## src/rtl/cpu_pipe_pkg.sv

```systemverilog
// Shared definitions for the CPU pipeline registers: exception source indices,
// cause encoding, default NOP payload and the default-width entry layout.
package cpu_pipe_pkg;

    localparam int EXC_ILLOP  = 0;
    localparam int EXC_XADR   = 1;
    localparam int CAUSE_NONE = 0;

    localparam logic [31:0] NOP_INSTR_DEFAULT = 32'h0000_0000;

    typedef struct packed {
        logic [31:0] instr;
        logic [31:0] pc;
        logic        exc;
        logic [1:0]  cause;
    } entry_t;

    // Cause field must encode "none" plus one code per exception source.
    function automatic bit cause_w_ok(input int num_exc, input int cause_w);
        return (64'd1 << cause_w) >= 64'(num_exc + 1);
    endfunction

endpackage

```

## src/rtl/exc_prio_enc.sv

```systemverilog
// Lowest-index-wins priority encoder: cause = index of lowest set request + 1,
// or 0 when no request is set.
module exc_prio_enc #(
    parameter int NUM_EXC = 2,
    parameter int CAUSE_W = 2
) (
    input  logic [NUM_EXC-1:0] req,
    output logic               any,
    output logic [CAUSE_W-1:0] cause
);

    // Scan high to low so the lowest set index is the last one written.
    always_comb begin
        any   = 1'b0;
        cause = {CAUSE_W{1'b0}};
        for (int i = NUM_EXC - 1; i >= 0; i--) begin
            any = any | req[i];
            if (req[i]) begin
                cause = CAUSE_W'(i + 1);
            end else begin
                cause = cause;
            end
        end
    end

endmodule

```

## src/rtl/pipe_stage_skid_chk.sv

```systemverilog
// Protocol checks for pipe_stage_skid: ready mirrors skid state, occupancy
// bookkeeping, and held entries stay stable under back-pressure.
module pipe_stage_skid_chk #(
    parameter int W = 67
) (
    input logic         clk,
    input logic         reset,
    input logic         flush,
    input logic         in_ready,
    input logic         skid_valid,
    input logic         out_valid,
    input logic         out_ready,
    input logic [1:0]   occupancy,
    input logic [W-1:0] main_word,
    input logic [W-1:0] skid_word
);

    a_ready_mirror: assert property (@(posedge clk) disable iff (reset)
        in_ready == !skid_valid);

    a_occupancy: assert property (@(posedge clk) disable iff (reset)
        occupancy == ({1'b0, out_valid} + {1'b0, skid_valid}));

    a_skid_needs_main: assert property (@(posedge clk) disable iff (reset)
        skid_valid |-> out_valid);

    a_out_stable: assert property (@(posedge clk) disable iff (reset)
        (out_valid && !out_ready && !flush) |=> (out_valid && $stable(main_word)));

    // A full skid must never be overwritten, i.e. nothing is accepted while not ready.
    a_no_accept_when_full: assert property (@(posedge clk) disable iff (reset)
        (skid_valid && !out_ready && !flush) |=> (skid_valid && $stable(skid_word)));

endmodule

```

## src/rtl/pipe_stage_skid.sv

```systemverilog
// Generic inter-stage pipeline register with valid/ready handshake, 2-entry
// skid buffer (registered in_ready), exception folding and flush-to-NOP.
module pipe_stage_skid
    import cpu_pipe_pkg::*;
#(
    parameter int                DATA_W    = 32,
    parameter int                PC_W      = 32,
    parameter int                NUM_EXC   = 2,
    parameter int                CAUSE_W   = 2,
    parameter logic [DATA_W-1:0] NOP_INSTR = DATA_W'(NOP_INSTR_DEFAULT)
) (
    input  logic               clk,
    input  logic               reset,
    input  logic               flush,
    input  logic               in_valid,
    output logic               in_ready,
    input  logic [DATA_W-1:0]  in_instr,
    input  logic [PC_W-1:0]    in_pc,
    input  logic [NUM_EXC-1:0] in_exc,
    output logic               out_valid,
    input  logic               out_ready,
    output logic [DATA_W-1:0]  out_instr,
    output logic [PC_W-1:0]    out_pc,
    output logic               out_exc,
    output logic [CAUSE_W-1:0] out_cause,
    output logic [1:0]         occupancy
);

    typedef struct packed {
        logic [DATA_W-1:0]  instr;
        logic [PC_W-1:0]    pc;
        logic               exc;
        logic [CAUSE_W-1:0] cause;
    } stage_entry_t;

    localparam stage_entry_t NOP_ENTRY = '{
        instr: NOP_INSTR,
        pc:    {PC_W{1'b0}},
        exc:   1'b0,
        cause: CAUSE_W'(CAUSE_NONE)
    };

    if (!cause_w_ok(NUM_EXC, CAUSE_W)) begin : g_cause_w_check
        $error("pipe_stage_skid: CAUSE_W too small to encode NUM_EXC causes");
    end

    stage_entry_t main_q, main_d;
    stage_entry_t skid_q, skid_d;
    logic         out_valid_q, out_valid_d;
    logic         skid_valid_q, skid_valid_d;
    logic         in_ready_q, in_ready_d;
    logic [1:0]   occupancy_q, occupancy_d;

    logic               exc_any_s;
    logic [CAUSE_W-1:0] exc_cause_s;
    stage_entry_t       new_entry_s;
    logic               accept_s;
    logic               load_main_s;

    exc_prio_enc #(
        .NUM_EXC (NUM_EXC),
        .CAUSE_W (CAUSE_W)
    ) u_exc_prio_enc (
        .req   (in_exc),
        .any   (exc_any_s),
        .cause (exc_cause_s)
    );

    // Encode the incoming entry; a faulting entry becomes a NOP that keeps its PC as EPC.
    always_comb begin
        new_entry_s.pc = in_pc;
        if (exc_any_s) begin
            new_entry_s.instr = NOP_INSTR;
            new_entry_s.exc   = 1'b1;
            new_entry_s.cause = exc_cause_s;
        end else begin
            new_entry_s.instr = in_instr;
            new_entry_s.exc   = 1'b0;
            new_entry_s.cause = CAUSE_W'(CAUSE_NONE);
        end
    end

    assign accept_s    = in_valid & in_ready_q;
    assign load_main_s = !out_valid_q | out_ready;

    // Next-state for main/skid registers; flush overrides drain, accept and capture.
    always_comb begin
        main_d       = main_q;
        skid_d       = skid_q;
        out_valid_d  = out_valid_q;
        skid_valid_d = skid_valid_q;
        if (flush) begin
            main_d       = NOP_ENTRY;
            out_valid_d  = 1'b0;
            skid_valid_d = 1'b0;
        end else if (load_main_s) begin
            if (skid_valid_q) begin
                main_d       = skid_q;
                out_valid_d  = 1'b1;
                skid_valid_d = 1'b0;
            end else if (accept_s) begin
                main_d      = new_entry_s;
                out_valid_d = 1'b1;
            end else begin
                out_valid_d = 1'b0;
            end
        end else begin
            if (accept_s) begin
                skid_d       = new_entry_s;
                skid_valid_d = 1'b1;
            end else begin
                skid_valid_d = skid_valid_q;
            end
        end
        in_ready_d  = !skid_valid_d;
        occupancy_d = {1'b0, out_valid_d} + {1'b0, skid_valid_d};
    end

    // State registers; reset drops every entry without waiting for a clock edge.
    always_ff @(posedge clk or posedge reset) begin
        if (reset) begin
            main_q       <= NOP_ENTRY;
            skid_q       <= NOP_ENTRY;
            out_valid_q  <= 1'b0;
            skid_valid_q <= 1'b0;
            in_ready_q   <= 1'b1;
            occupancy_q  <= 2'd0;
        end else begin
            main_q       <= main_d;
            skid_q       <= skid_d;
            out_valid_q  <= out_valid_d;
            skid_valid_q <= skid_valid_d;
            in_ready_q   <= in_ready_d;
            occupancy_q  <= occupancy_d;
        end
    end

    assign in_ready  = in_ready_q;
    assign out_valid = out_valid_q;
    assign out_instr = main_q.instr;
    assign out_pc    = main_q.pc;
    assign out_exc   = main_q.exc;
    assign out_cause = main_q.cause;
    assign occupancy = occupancy_q;

    pipe_stage_skid_chk #(
        .W ($bits(stage_entry_t))
    ) u_chk (
        .clk        (clk),
        .reset      (reset),
        .flush      (flush),
        .in_ready   (in_ready_q),
        .skid_valid (skid_valid_q),
        .out_valid  (out_valid_q),
        .out_ready  (out_ready),
        .occupancy  (occupancy_q),
        .main_word  (main_q),
        .skid_word  (skid_q)
    );

endmodule

```

## config.mk

```make
export PLATFORM = sky130hd
export DESIGN_NAME = pipe_stage_skid
export DESIGN_NICKNAME = d
export VERILOG_FILES = /design/src/rtl/cpu_pipe_pkg.sv /design/src/rtl/exc_prio_enc.sv /design/src/rtl/pipe_stage_skid_chk.sv /design/src/rtl/pipe_stage_skid.sv
export SDC_FILE = /design/constraint.sdc
export NUM_CORES = 1
export LEC_CHECK = 0
export CAP_MARGIN = 20
export CORE_ASPECT_RATIO = 0.75
export CORE_UTILIZATION = 30
export DETAILED_ROUTE_END_ITERATION = 10
export MAX_ROUTING_LAYER = met4
export PLACE_DENSITY = 0.62
export SYNTH_ARGS = -nofsm -noshare
export SYNTH_HDL_FRONTEND = slang
export SYNTH_SLANG_ARGS = --single-unit
export TNS_END_PERCENT = 100
```

## constraint.sdc

```tcl
create_clock -name clk -period 8.67 [get_ports clk]
set_input_delay 2.601 -clock clk [delete_from_list [all_inputs] [get_ports clk]]
set_output_delay 2.601 -clock clk [all_outputs]
set_load 0.005 [all_outputs]
```

# --- After elaboration in Yosys (flattened, before gate mapping) ---
# Index checks and enable logic that the tools add are counted.
word_totals:
  register_bits: 139
  output_inout_bits: 71
  wordCells: 39
op_classes:
  add_sub_neg: 1
  muxes: 15
  n_bitwise: 5
  reduce_logical: 6
ops:
  columns: ["cell", "count"]
  rows:
  - ["$mux W67", 4]
  - ["$mux W32", 1]
  - ["$mux W1", 7]
  - ["$mux W2", 2]
  - ["$mux W3", 1]
  - ["$reduce_and A3 Y1", 1]
  - ["$reduce_bool A3 Y1", 1]
  - ["$add A1 B1 Y2", 1]
  - ["$logic_not A1 Y1", 2]
  - ["$not A1 Y1", 2]
  - ["$or A1 B1 Y1", 2]
  - ["$reduce_and A2 Y1", 1]
  - ["$reduce_bool A2 Y1", 1]
  - ["$and A1 B1 Y1", 1]

# --- Longest topological paths before layout ---
depth:
  depth_word: 7
  depth_mapped: 6
  mapped_depth_nobuf: 4

# --- By module ---
# A second synthesis with hierarchy kept.
hier_totals:
  hier_cells: 507
  hier_area_um2: 6522.5
modules_own_cells:
  columns: ["module", "instances", "cells_each", "area_each_um2", "seq_area_each_um2"]
  rows:
  - ["pipe_stage_skid", 1, 504, 6502.5, 3479.6]
  - ["exc_prio_enc", 1, 3, 20.0, 0.0]

# --- Worst setup path before layout ---
# OpenSTA, ideal clock, no wires.
synth_path:
  path_kind: "input -> register"
  startpoint: "input port out_ready"
  endpoint: "register skid_q[15] (netlist name)"
  setup_ns: 0.125
  arrival_ns: 3.543
  required_time_ns: 8.545
  path_slack_ns: 5.002
  path_stages: 4
  n_path_buf: 1
  cell_sequence: "nand2b_4 -> nor3_2 -> buf_2 -> mux2_2"
synth_between:
  elab_chain_len: 3
synth_lines:
  columns: ["element", "line", "source"]
  rows:
  - ["start, declared", "pipe_stage_skid.sv:21", "input logic out_ready,"]
  - ["$or A1 B1 Y1", "pipe_stage_skid.sv:84", "assign load_main_s = !out_valid_q | out_ready;"]
  - ["$not A1 Y1 (no line)", null, null]
  - ["$reduce_and A3 Y1 (no line)", null, null]
  - ["end signal, assigned", "pipe_stage_skid.sv:130", "skid_q <= skid_d;"]
  - ["end, declared", "pipe_stage_skid.sv:48", "stage_entry_t skid_q, skid_d;"]
# No other way between the ends.
# A chain may end at the register's enable or synchronous reset.

# --- Worst setup path in the final report ---
layout_path:
  startpoint: "input port flush"
  endpoint: "register skid_q[29] (netlist name)"
layout_between:
  elab_chain_len: 2
layout_lines:
  columns: ["element", "line", "source"]
  rows:
  - ["start, declared", "pipe_stage_skid.sv:14", "input logic flush,"]
  - ["$not A1 Y1 (no line)", null, null]
  - ["$reduce_and A3 Y1 (no line)", null, null]
# No other way between the ends.

==> flow_summary.ini <==
[grt]
grt_first_pass_wirelength_mm = 23.4
global_route.usage.met1 = 0.200
use_met2 = 0.230
globalRouteTotalUtil = 0.151
grt_max_degree = 88
global_route.usage.met3 = 0.0406
vias_in_the_first_global_route = 4382
grt_antenna_before_repair = 0
globalRoute.busiestLayer = met2
grt_overflow_total = 0

[sta]
setup_viol_count_final = 0
fin_worst_skew_ns = 0.00674
fmax_mhz = 228
slew_headroom = 0.295
timing_hold_violations_final = 0
rsz0062_at_grt = false
finalWorstPathRequiredPeriod_ns = 4.39
setup-tns-final_ns = 0
period_share = 0.506
timing.final.max_slew_violations = 0
max_slew.worst_pin.slew_ns = 1.06

[synth]
yosysUniqueCellTypes = 25
syn-mean-instance-area_um2 = 13.2
synth_area_mm2 = 0.00600
seq_area_frac_synth = 0.579
ys_seq_elements = 139
syn_nets = 528
syn-instance-count = 456
ys_warn_count = 0

[finish]
final_net_count = 658
multiInputGateArea_mm2 = 0.00220
antenna_cells = 0
final_layout_size_suffix_gt1_frac = 0.142
syn_to_final_growth_pct = 36.6
seqCellArea_mm2 = 0.00348
stdcell_count = 851
layout.filler_cells = 1788

[worst_setup_path]
setup.worst_path.class = in2reg
critPathTopFamily = buffers and inverters
crit_required_ns = 8.96
crit_path_top_delay_cell = sky130_fd_sc_hd__buf_4
startpoint_type = primary input
crit_path_max_fanout = 67
worst-endpoint-arrival_ns = 4.68
critical_path_buf_inv_count = 2
crit_chain = clkdlybuf4s50_1, nor3_4, buf_4, mux2_2
max_stage_delay_ns = 0.82
endpoint_kind = register

[placement]
gpl.final_weighted_congestion = 0.793
post-place-cells = 820
port-buffer-count = 141
placed_wire_length_estimate_after_detailed_placement_mm = 8.82

[floorplan]
design.die.area_mm2 = 0.0206
start_util = 0.308
num_rows = 44
die_w_um = 165
die-height_um = 125
top_level_ports = 142
core_area_mm2 = 0.0195

[route]
drt-wirelength-per-cell_um = 17.0
wirelength_mm = 14.5
detailroute.via_count = 4144
drt_iter0_markers = 229
first_pass_iters = 7
post_drt_antenna_nets = 0
route.detailed.drc = 21
avgViaCountPerCell = 4.87

[clock_network]
post_cts_setup_repair_buffer_count = 0
clock-root-buffer = sky130_fd_sc_hd__clkbuf_16
post_cts.resized_instances = 0
clock_insertion_delay_worst_skew_ns = 0.41
h-tree-depth = 4
worst_setup_hold_path_clk_slew_ns = 0.06
cts_num_sinks = 139
cts_hold_buffers = 0
clock_tree.buffer_depth = 2
cts-buffers-inserted = 17
clock_tree_from_tritoncts = yes

[power_and_ir_drop]
p_leak_nw = 3.28
vdd.ir_drop.worst_v = 0.000109
power.density_mw_per_mm2 = 219

[min_path]
hp-class = reg2reg

[run_status]
run_status = finished with violations
failing_checks = DRC

[flow_run]
drv_cap = 0
## cell usage after synthesis
master,count,area [um2]
sky130_fd_sc_hd__or3_1,1,6.26
sky130_fd_sc_hd__dfstp_2,1,26.3
sky130_fd_sc_hd__mux2_1,1,11.3
sky130_fd_sc_hd__nor2b_1,1,6.26
sky130_fd_sc_hd__a21oi_2,1,8.76
sky130_fd_sc_hd__a22oi_1,32,240
sky130_fd_sc_hd__buf_6,7,78.8
sky130_fd_sc_hd__mux2i_1,67,671
sky130_fd_sc_hd__buf_2,20,100
sky130_fd_sc_hd__buf_4,3,22.5
sky130_fd_sc_hd__nand2_1,33,124
sky130_fd_sc_hd__ha_1,1,12.5
sky130_fd_sc_hd__a21o_1,1,7.51
sky130_fd_sc_hd__o2bb2ai_2,10,150
sky130_fd_sc_hd__dfrtp_1,138,3450
sky130_fd_sc_hd__a21oi_1,3,15.0
sky130_fd_sc_hd__nor3_2,2,20.0
sky130_fd_sc_hd__nand3b_1,1,7.51
sky130_fd_sc_hd__o2bb2ai_1,56,490
sky130_fd_sc_hd__inv_1,35,131
sky130_fd_sc_hd__clkbuf_1,5,18.8
sky130_fd_sc_hd__nand2b_4,1,13.8
sky130_fd_sc_hd__nor2_1,2,7.51
sky130_fd_sc_hd__mux2_2,33,372
sky130_fd_sc_hd__a32o_1,1,10.0
## worst register-to-register path, cell delays in order (launching register included)
cell and delay (ns):
sky130_fd_sc_hd__dfrtp_4 0.83, sky130_fd_sc_hd__a21o_1 0.35, sky130_fd_sc_hd__a21oi_4 0.15, sky130_fd_sc_hd__buf_4 0.70
sky130_fd_sc_hd__o2bb2ai_1 0.24
## flip-flops by register name (all words and copies together) (netlist names)
register / flops
out_instr: 32
occupancy: 2
skid_valid_q: 1
out_exc: 1
out_valid: 1
in_ready: 1
out_pc: 32
out_cause: 2
skid_q: 67
## worst paths after layout
path,start,to,slack [ns],depth (start not counted)
min reg2reg,out_instr[17]$_DFFE_PP0P_,out_instr[17]$_DFFE_PP0P_,0.49,1
max,flush,skid_q[29]$_DFFE_PP0P_,4.28,4
min,out_instr[17]$_DFFE_PP0P_,out_instr[17]$_DFFE_PP0P_,0.49,1
max reg2reg,skid_valid_q$_DFF_PP0_,out_instr[0]$_DFFE_PP0P_,6.31,4
max in group asynchronous,reset,skid_q[59]$_DFFE_PP0P_,4.71,3
min in group asynchronous,reset,occupancy[1]$_DFF_PP0_,2.70,2
## power breakdown
| group | internal [W] | switching [W] |
|---|---|---|
| clock network | 0.000487 | 0.000274 |
| registers | 0.000746 | 0.0000576 |
| logic | 0.000129 | 0.0000995 |
## cell type report
| cell class | count | share of cell area |
|---|---|---|
| Clock buffer | 20 | 0.0545 |
| Clock inverter | 11 | 0.0207 |
| Inverter | 35 | 0.0166 |
| Multi-Input combinational cell | 247 | 0.268 |
| Sequential cell | 139 | 0.425 |
| Tap cell | 253 | 0.0386 |
| Timing Repair Buffer | 146 | 0.177 |
## layer usage
metal,wire (um),vias up,part of all wire
li1,-,1910,-
met1,6830,2098,0.47
met2,6710,127,0.46
met3,828,9,0.057
met4,99,0,0.0068
met5,0,-,0
## logic make-up after synthesis
group	after synthesis	synth area share
compound gates	104	0.154
simple gates	41	0.0308
flops	139	0.579
fa+ha+maj	1	0.00208
mux	101	0.175
buf+inv	70	0.0586
## per-stage QoR
step,hold WS [ns],total power [W],util,instance area (um2),worst slack (ns)
after floorplan,0.458,0.000931,-,6000,2.35
after global placement,0.468,0.00103,0.389,7590,3.92
after detailed placement,0.477,0.00105,0.389,7590,3.85
after CTS,0.493,0.00182,0.421,8200,4.30
after global routing,0.507,0.00188,0.421,8200,4.19
final,0.488,0.00179,0.421,8200,4.28
## layout by cell type (no fill, tap or decap), types with 2 or more instances in the layout
master / synthesis / routed
sky130_fd_sc_hd__a21oi_1: 3 / 3
sky130_fd_sc_hd__a22oi_1: 32 / 32
sky130_fd_sc_hd__buf_4: 3 / 5
sky130_fd_sc_hd__bufinv_16: 0 / 4
sky130_fd_sc_hd__clkbuf_1: 5 / 2
sky130_fd_sc_hd__clkbuf_16: 0 / 17
sky130_fd_sc_hd__clkdlybuf4s50_1: 0 / 141
sky130_fd_sc_hd__clkinv_2: 0 / 2
sky130_fd_sc_hd__clkinv_4: 0 / 2
sky130_fd_sc_hd__clkinvlp_4: 0 / 3
sky130_fd_sc_hd__dfrtp_1: 138 / 137
sky130_fd_sc_hd__inv_1: 35 / 34
sky130_fd_sc_hd__mux2_2: 33 / 33
sky130_fd_sc_hd__mux2i_1: 67 / 67
sky130_fd_sc_hd__nand2_1: 33 / 33
sky130_fd_sc_hd__nor3_4: 0 / 2
sky130_fd_sc_hd__o2bb2ai_1: 56 / 56
sky130_fd_sc_hd__o2bb2ai_2: 10 / 10
No activity file was read; power rests on OpenSTA's default activity.
==> RTL change 1: new RTL, config.mk and constraints unchanged <==
`CAUSE_W` is set to 2 in 2 places; all go to 4.
--- a/src/rtl/exc_prio_enc.sv
+++ b/src/rtl/exc_prio_enc.sv
@@ -3,5 +3,5 @@
 module exc_prio_enc #(
     parameter int NUM_EXC = 2,
-    parameter int CAUSE_W = 2
+    parameter int CAUSE_W = 4
 ) (
     input  logic [NUM_EXC-1:0] req,
--- a/src/rtl/pipe_stage_skid.sv
+++ b/src/rtl/pipe_stage_skid.sv
@@ -7,5 +7,5 @@
     parameter int                PC_W      = 32,
     parameter int                NUM_EXC   = 2,
-    parameter int                CAUSE_W   = 2,
+    parameter int                CAUSE_W   = 4,
     parameter logic [DATA_W-1:0] NOP_INSTR = DATA_W'(NOP_INSTR_DEFAULT)
 ) (
Ports: changed (resized out_cause); port bits go from 142 to 144. The function was not compared with the original's and may differ.
==> RTL change 1 against the unedited design <==
Design area barely moved; sequential cell count stayed put; wire length rose by 3.3%; synthesized area fell by 0.83%; setup slack better by 0.26 ns; critical path depth stayed put; power increased by 1.5%; sequential power about the same; highest routed layer unchanged.
==> RTL change 1: results <==
{
  "status": "complete, no violations",
  "hold_class": "register to register",
  "max_stage_delay_ns": 0.60,
  "cp_top_family": "buffers and inverters",
  "grt_pass1_vias": 4453,
  "grt_pass1_wl_um": 23600,
  "antenna_cells": 0,
  "largest_register": "skid_q",
  "power.internal_w": 0.00139,
  "h-tree-depth": 4,
  "post-place-ws_ns": 4.03,
  "cp_max_fo": 42,
  "drive_gt1_share_pct": 13.0,
  "largest_reg_flops": 67,
  "worstHoldStart": "out_pc[27]$_DFFE_PP0P_",
  "cts-resized-gates": 0,
  "clk_pin_slew_ns": 0.06,
  "ys_types": 25,
  "dpl_cell_area_um2": 7540,
  "ys_top_cells_by_area": "dfrtp_1 58%, mux2i_1 11%, o2bb2ai_1 9.7%",
  "drtIter0Drc": 173,
  "insertion_delay_ns": 0.41,
  "ys_seq_area_share_pct": 58.4,
  "leakage_nw": 3.30,
  "postCtsSetupBuffers": 0,
  "viasPerCell": 4.84,
  "relSlewSlack_pct": 27.3,
  "fin_worst_skew_ns": 0.00624,
  "ys_top_cells_by_count": "138 x dfrtp_1, 67 x mux2i_1, 66 x o2bb2ai_1",
  "critPathLaunch": "flush",
  "fin_nets": 662,
  "root_buffer": "clkbuf_16",
  "clockBufferDepth": 2,
  "first_pass_iters": 4,
  "antenna_found_initial": 0,
  "critPathArrivalTime_ns": 4.43,
  "slowest_stage": "buf_4",
  "place.gp.congestion": 0.743,
  "num_rows": 44,
  "port_buffers": 141,
  "r2r_start": "skid_valid_q$_DFF_PP0_",
  "numCtsBuffers": 17,
  "wl_um": 14900,
  "synthArstFlopShare_pct": 100,
  "max-vdd-ir-drop_mv": 0.118,
  "grt_max_degree": 77,
  "yosysWarnings": 0,
  "track_usage_pct": 15.6,
  "hpwl_um": 8940
}
==> RTL change 1: cell types whose count changed in the layout (fill, tap and decap cells not counted), sizes merged <==
cell / before / now
buf: 5 / 7
bufinv: 4 / 5
clkbuf: 20 / 19
conb: 0 / 2
==> RTL change 1: through the flow <==
stage | instances | util [%]
3_3_place_gp | 823 | 38.9
4_1_cts | 854 | 42.2
5_1_grt | 855 | 42.3
6_report | 855 | 42.3
3_5_place_dp | 823 | 38.9
2_1_floorplan | 460 | -
==> RTL change 1: area by class of cell <==
| type | count | area (µm²) |
|---|---|---|
| clock inverter | 12 | 196 |
| timing repair buffer | 148 | 1480 |
| multi-input combinational | 249 | 2150 |
| sequential | 139 | 3480 |
| inverter | 35 | 136 |
| tap | 253 | 317 |
| clock buffer | 19 | 443 |
| fill | 1788 | 11200 |
==> RTL change 1: kinds of logic (layout without fill, tap and decap cells) <==
group                    count (synthesis)  count (layout)  share of synthesized area (%)
other                                    1               2                         0.0630
buffers and inverters                   72             214                           6.05
AO/OA/AOI/OAI                          104             104                           14.4
AND/OR/NAND/NOR                         41              41                           3.11
flip-flops                             139             139                           58.4
multiplexers                           101             101                           17.7
adder cells (fa/ha/maj)                  1               1                          0.210
==> RTL change 1: path summary, 6_finish.rpt <==
path	end	slack (ns)	depth (start not counted)
worst max-delay path	skid_q[35]$_DFFE_PP0P_	4.54	4
worst min-delay path	out_pc[27]$_DFFE_PP0P_	0.49	1
worst max register to register	out_instr[30]$_DFFE_PP0P_	6.27	4
worst min register to register	out_pc[27]$_DFFE_PP0P_	0.49	1
max in group asynchronous	skid_q[38]$_DFFE_PP0P_	4.95	4
min in group asynchronous	out_pc[5]$_DFFE_PP0P_	2.65	2
==> RTL change 1: power by group through the flow <==
stage / logic, W / registers, W / clock network (W)
after floorplan: 0.000131 / 0.000796 / 0
after global placement: 0.000220 / 0.000807 / 0
after detailed placement: 0.000231 / 0.000812 / 0
after CTS: 0.000232 / 0.000802 / 0.000814
after global routing: 0.000255 / 0.000815 / 0.000843
final: 0.000228 / 0.000802 / 0.000790
==> RTL change 1: per-layer routing <==
metal,global-route usage [%],vias up,routed length (µm),part of all wire (%)
li1,-,1915,-,-
met1,19.7,2116,7040,47
met2,24.9,93,7180,48
met3,3.86,10,581,3.9
met4,4.47,0,139,0.93
met5,-,-,0,0
==> RTL change 2: new RTL, same settings <==
Without the edit above. Reset style: synchronous (`reset`), changed in one clocked block.
--- a/src/rtl/pipe_stage_skid.sv
+++ b/src/rtl/pipe_stage_skid.sv
@@ -118,5 +118,5 @@
 
     // State registers; reset drops every entry without waiting for a clock edge.
-    always_ff @(posedge clk or posedge reset) begin
+    always_ff @(posedge clk) begin
         if (reset) begin
             main_q       <= NOP_ENTRY;
Function: differs if reset is asserted again (counterexample within 4 cycles, from zero or initial values and one cycle with reset high); with reset held inactive, the same outputs for 4 cycles.
==> RTL change 2 against the unedited design <==
Count of clock-buffer cells in the layout is 4 higher; critical path depth is 2 higher; non-clock buffer count is 3 higher; design area is 1.6% higher; power is 11% lower; synthesized cell count is 45% higher; synthesized area is 3.1% higher; sequential power is 18% lower; cell count is 21% higher; wire length is 18% higher; sequential cell count stayed put; critical endpoint is now skid_q[66]$_SDFFE_PP0P_; setup slack worse by 0.13 ns; hold slack worse by 0.019 ns.
==> RTL change 2: results <==
{
  "hpwl_um": 9870,
  "dpl_cell_area_um2": 7700,
  "grt_pass1_vias": 4941,
  "cp_max_fo": 36,
  "track_usage_pct": 17.2,
  "drtIter0Drc": 358,
  "leakage_nw": 2.70,
  "status": "complete, no violations",
  "first_pass_iters": 4,
  "viasPerCell": 4.92,
  "netlist_instances": 661,
  "wl_per_cell_um": 16.6,
  "synthMuxAreaShare_pct": 16.0,
  "port_buffers": 141,
  "synthAdderAreaFrac_pct": 0.202,
  "root_buffer": "clkbuf_16",
  "ys_types": 32,
  "yosysWarnings": 0,
  "wl_um": 17100,
  "h-tree-depth": 4,
  "postCtsSetupBuffers": 0,
  "cp_top_family": "buffers and inverters",
  "ys_top_cells_by_area": "dfxtp_1 45%, mux2i_1 16%, nand2b_1 10%",
  "antenna_found_initial": 0,
  "power_frac_comb_pct": 10.3,
  "syn-num-nets": 733,
  "fin_nets": 836,
  "insertion_delay_ns": 0.42,
  "ys_top_cells_by_count": "139 x dfxtp_1, 101 x nand2b_1, 99 x a21oi_1, 99 x mux2i_1, 66 x a211oi_1",
  "clk_pin_slew_ns": 0.05,
  "ys_seq_area_share_pct": 44.9,
  "dp_cells": 1002,
  "critPathArrivalTime_ns": 4.85,
  "p_switching_w": 0.000360,
  "synthArstFlopShare_pct": 0,
  "max_stage_delay_ns": 0.64,
  "hold_class": "register to register",
  "drive_gt1_share_pct": 6.19,
  "power_w": 0.00159,
  "p_clk_share_pct": 48.0,
  "clockBufferDepth": 2,
  "tightest_slew_ns": 1.09,
  "grt_max_degree": 107,
  "fin_worst_skew_ns": 0.00738,
  "synth_compound_area_share_pct": 19.1,
  "place.gp.congestion": 0.692,
  "post-place-ws_ns": 3.66,
  "max-vdd-ir-drop_mv": 0.0974,
  "grt_pass1_wl_um": 27600
}
RTL change 2: changes by cell type after synthesis, sizes merged, moves of 27 or more:
cell,delta
nand2b,+100
dfrtp,-138
mux2,-34
o21ai,+31
clkbuf,+27
a22oi,-32
a21oi,+96
inv,-33
a211oi,+66
o2bb2ai,-66
dfxtp,+139
mux2i,+32
RTL change 2: logic make-up after synthesis:
kind of cell	Yosys count
AO/OA/AOI/OAI	201
AND/OR/NAND/NOR	154
flip-flops	139
multiplexers	99
buffers and inverters	67
adder cells (fa/ha/maj)	1
RTL change 2: worst paths after layout:
check | slack, ns | to | from | cells after the start
setup / recovery | 4.16 | skid_q[66]$_SDFFE_PP0P_ | out_ready | 6
hold / removal | 0.47 | skid_q[58]$_SDFFE_PP0P_ | skid_q[58]$_SDFFE_PP0P_ | 2
setup reg to reg | 6.36 | out_instr[6]$_SDFFE_PP0P_ | skid_valid_q$_SDFF_PP0_ | 4
hold reg to reg | 0.47 | skid_q[58]$_SDFFE_PP0P_ | skid_q[58]$_SDFFE_PP0P_ | 2
RTL change 2: routing by layer:
layer | part of all wire, % | track usage, % | up-vias | routed length, µm
met4 | 0.72 | 4.21 | 0 | 123
met2 | 45 | 25.8 | 126 | 7680
li1 | - | - | 2539 | -
met5 | 0 | - | - | 0
met3 | 5.3 | 4.87 | 11 | 913
met1 | 49 | 22.7 | 2403 | 8430
RTL change 2: layout make-up:
class / instances / area [µm²]
Fill cell: 1956 / 11900
Multi-Input combinational cell: 455 / 3120
Sequential cell: 139 / 2780
Timing Repair Buffer: 149 / 1490
Clock buffer: 24 / 502
Tap cell: 258 / 323
Clock inverter: 6 / 110
Inverter: 2 / 7.51
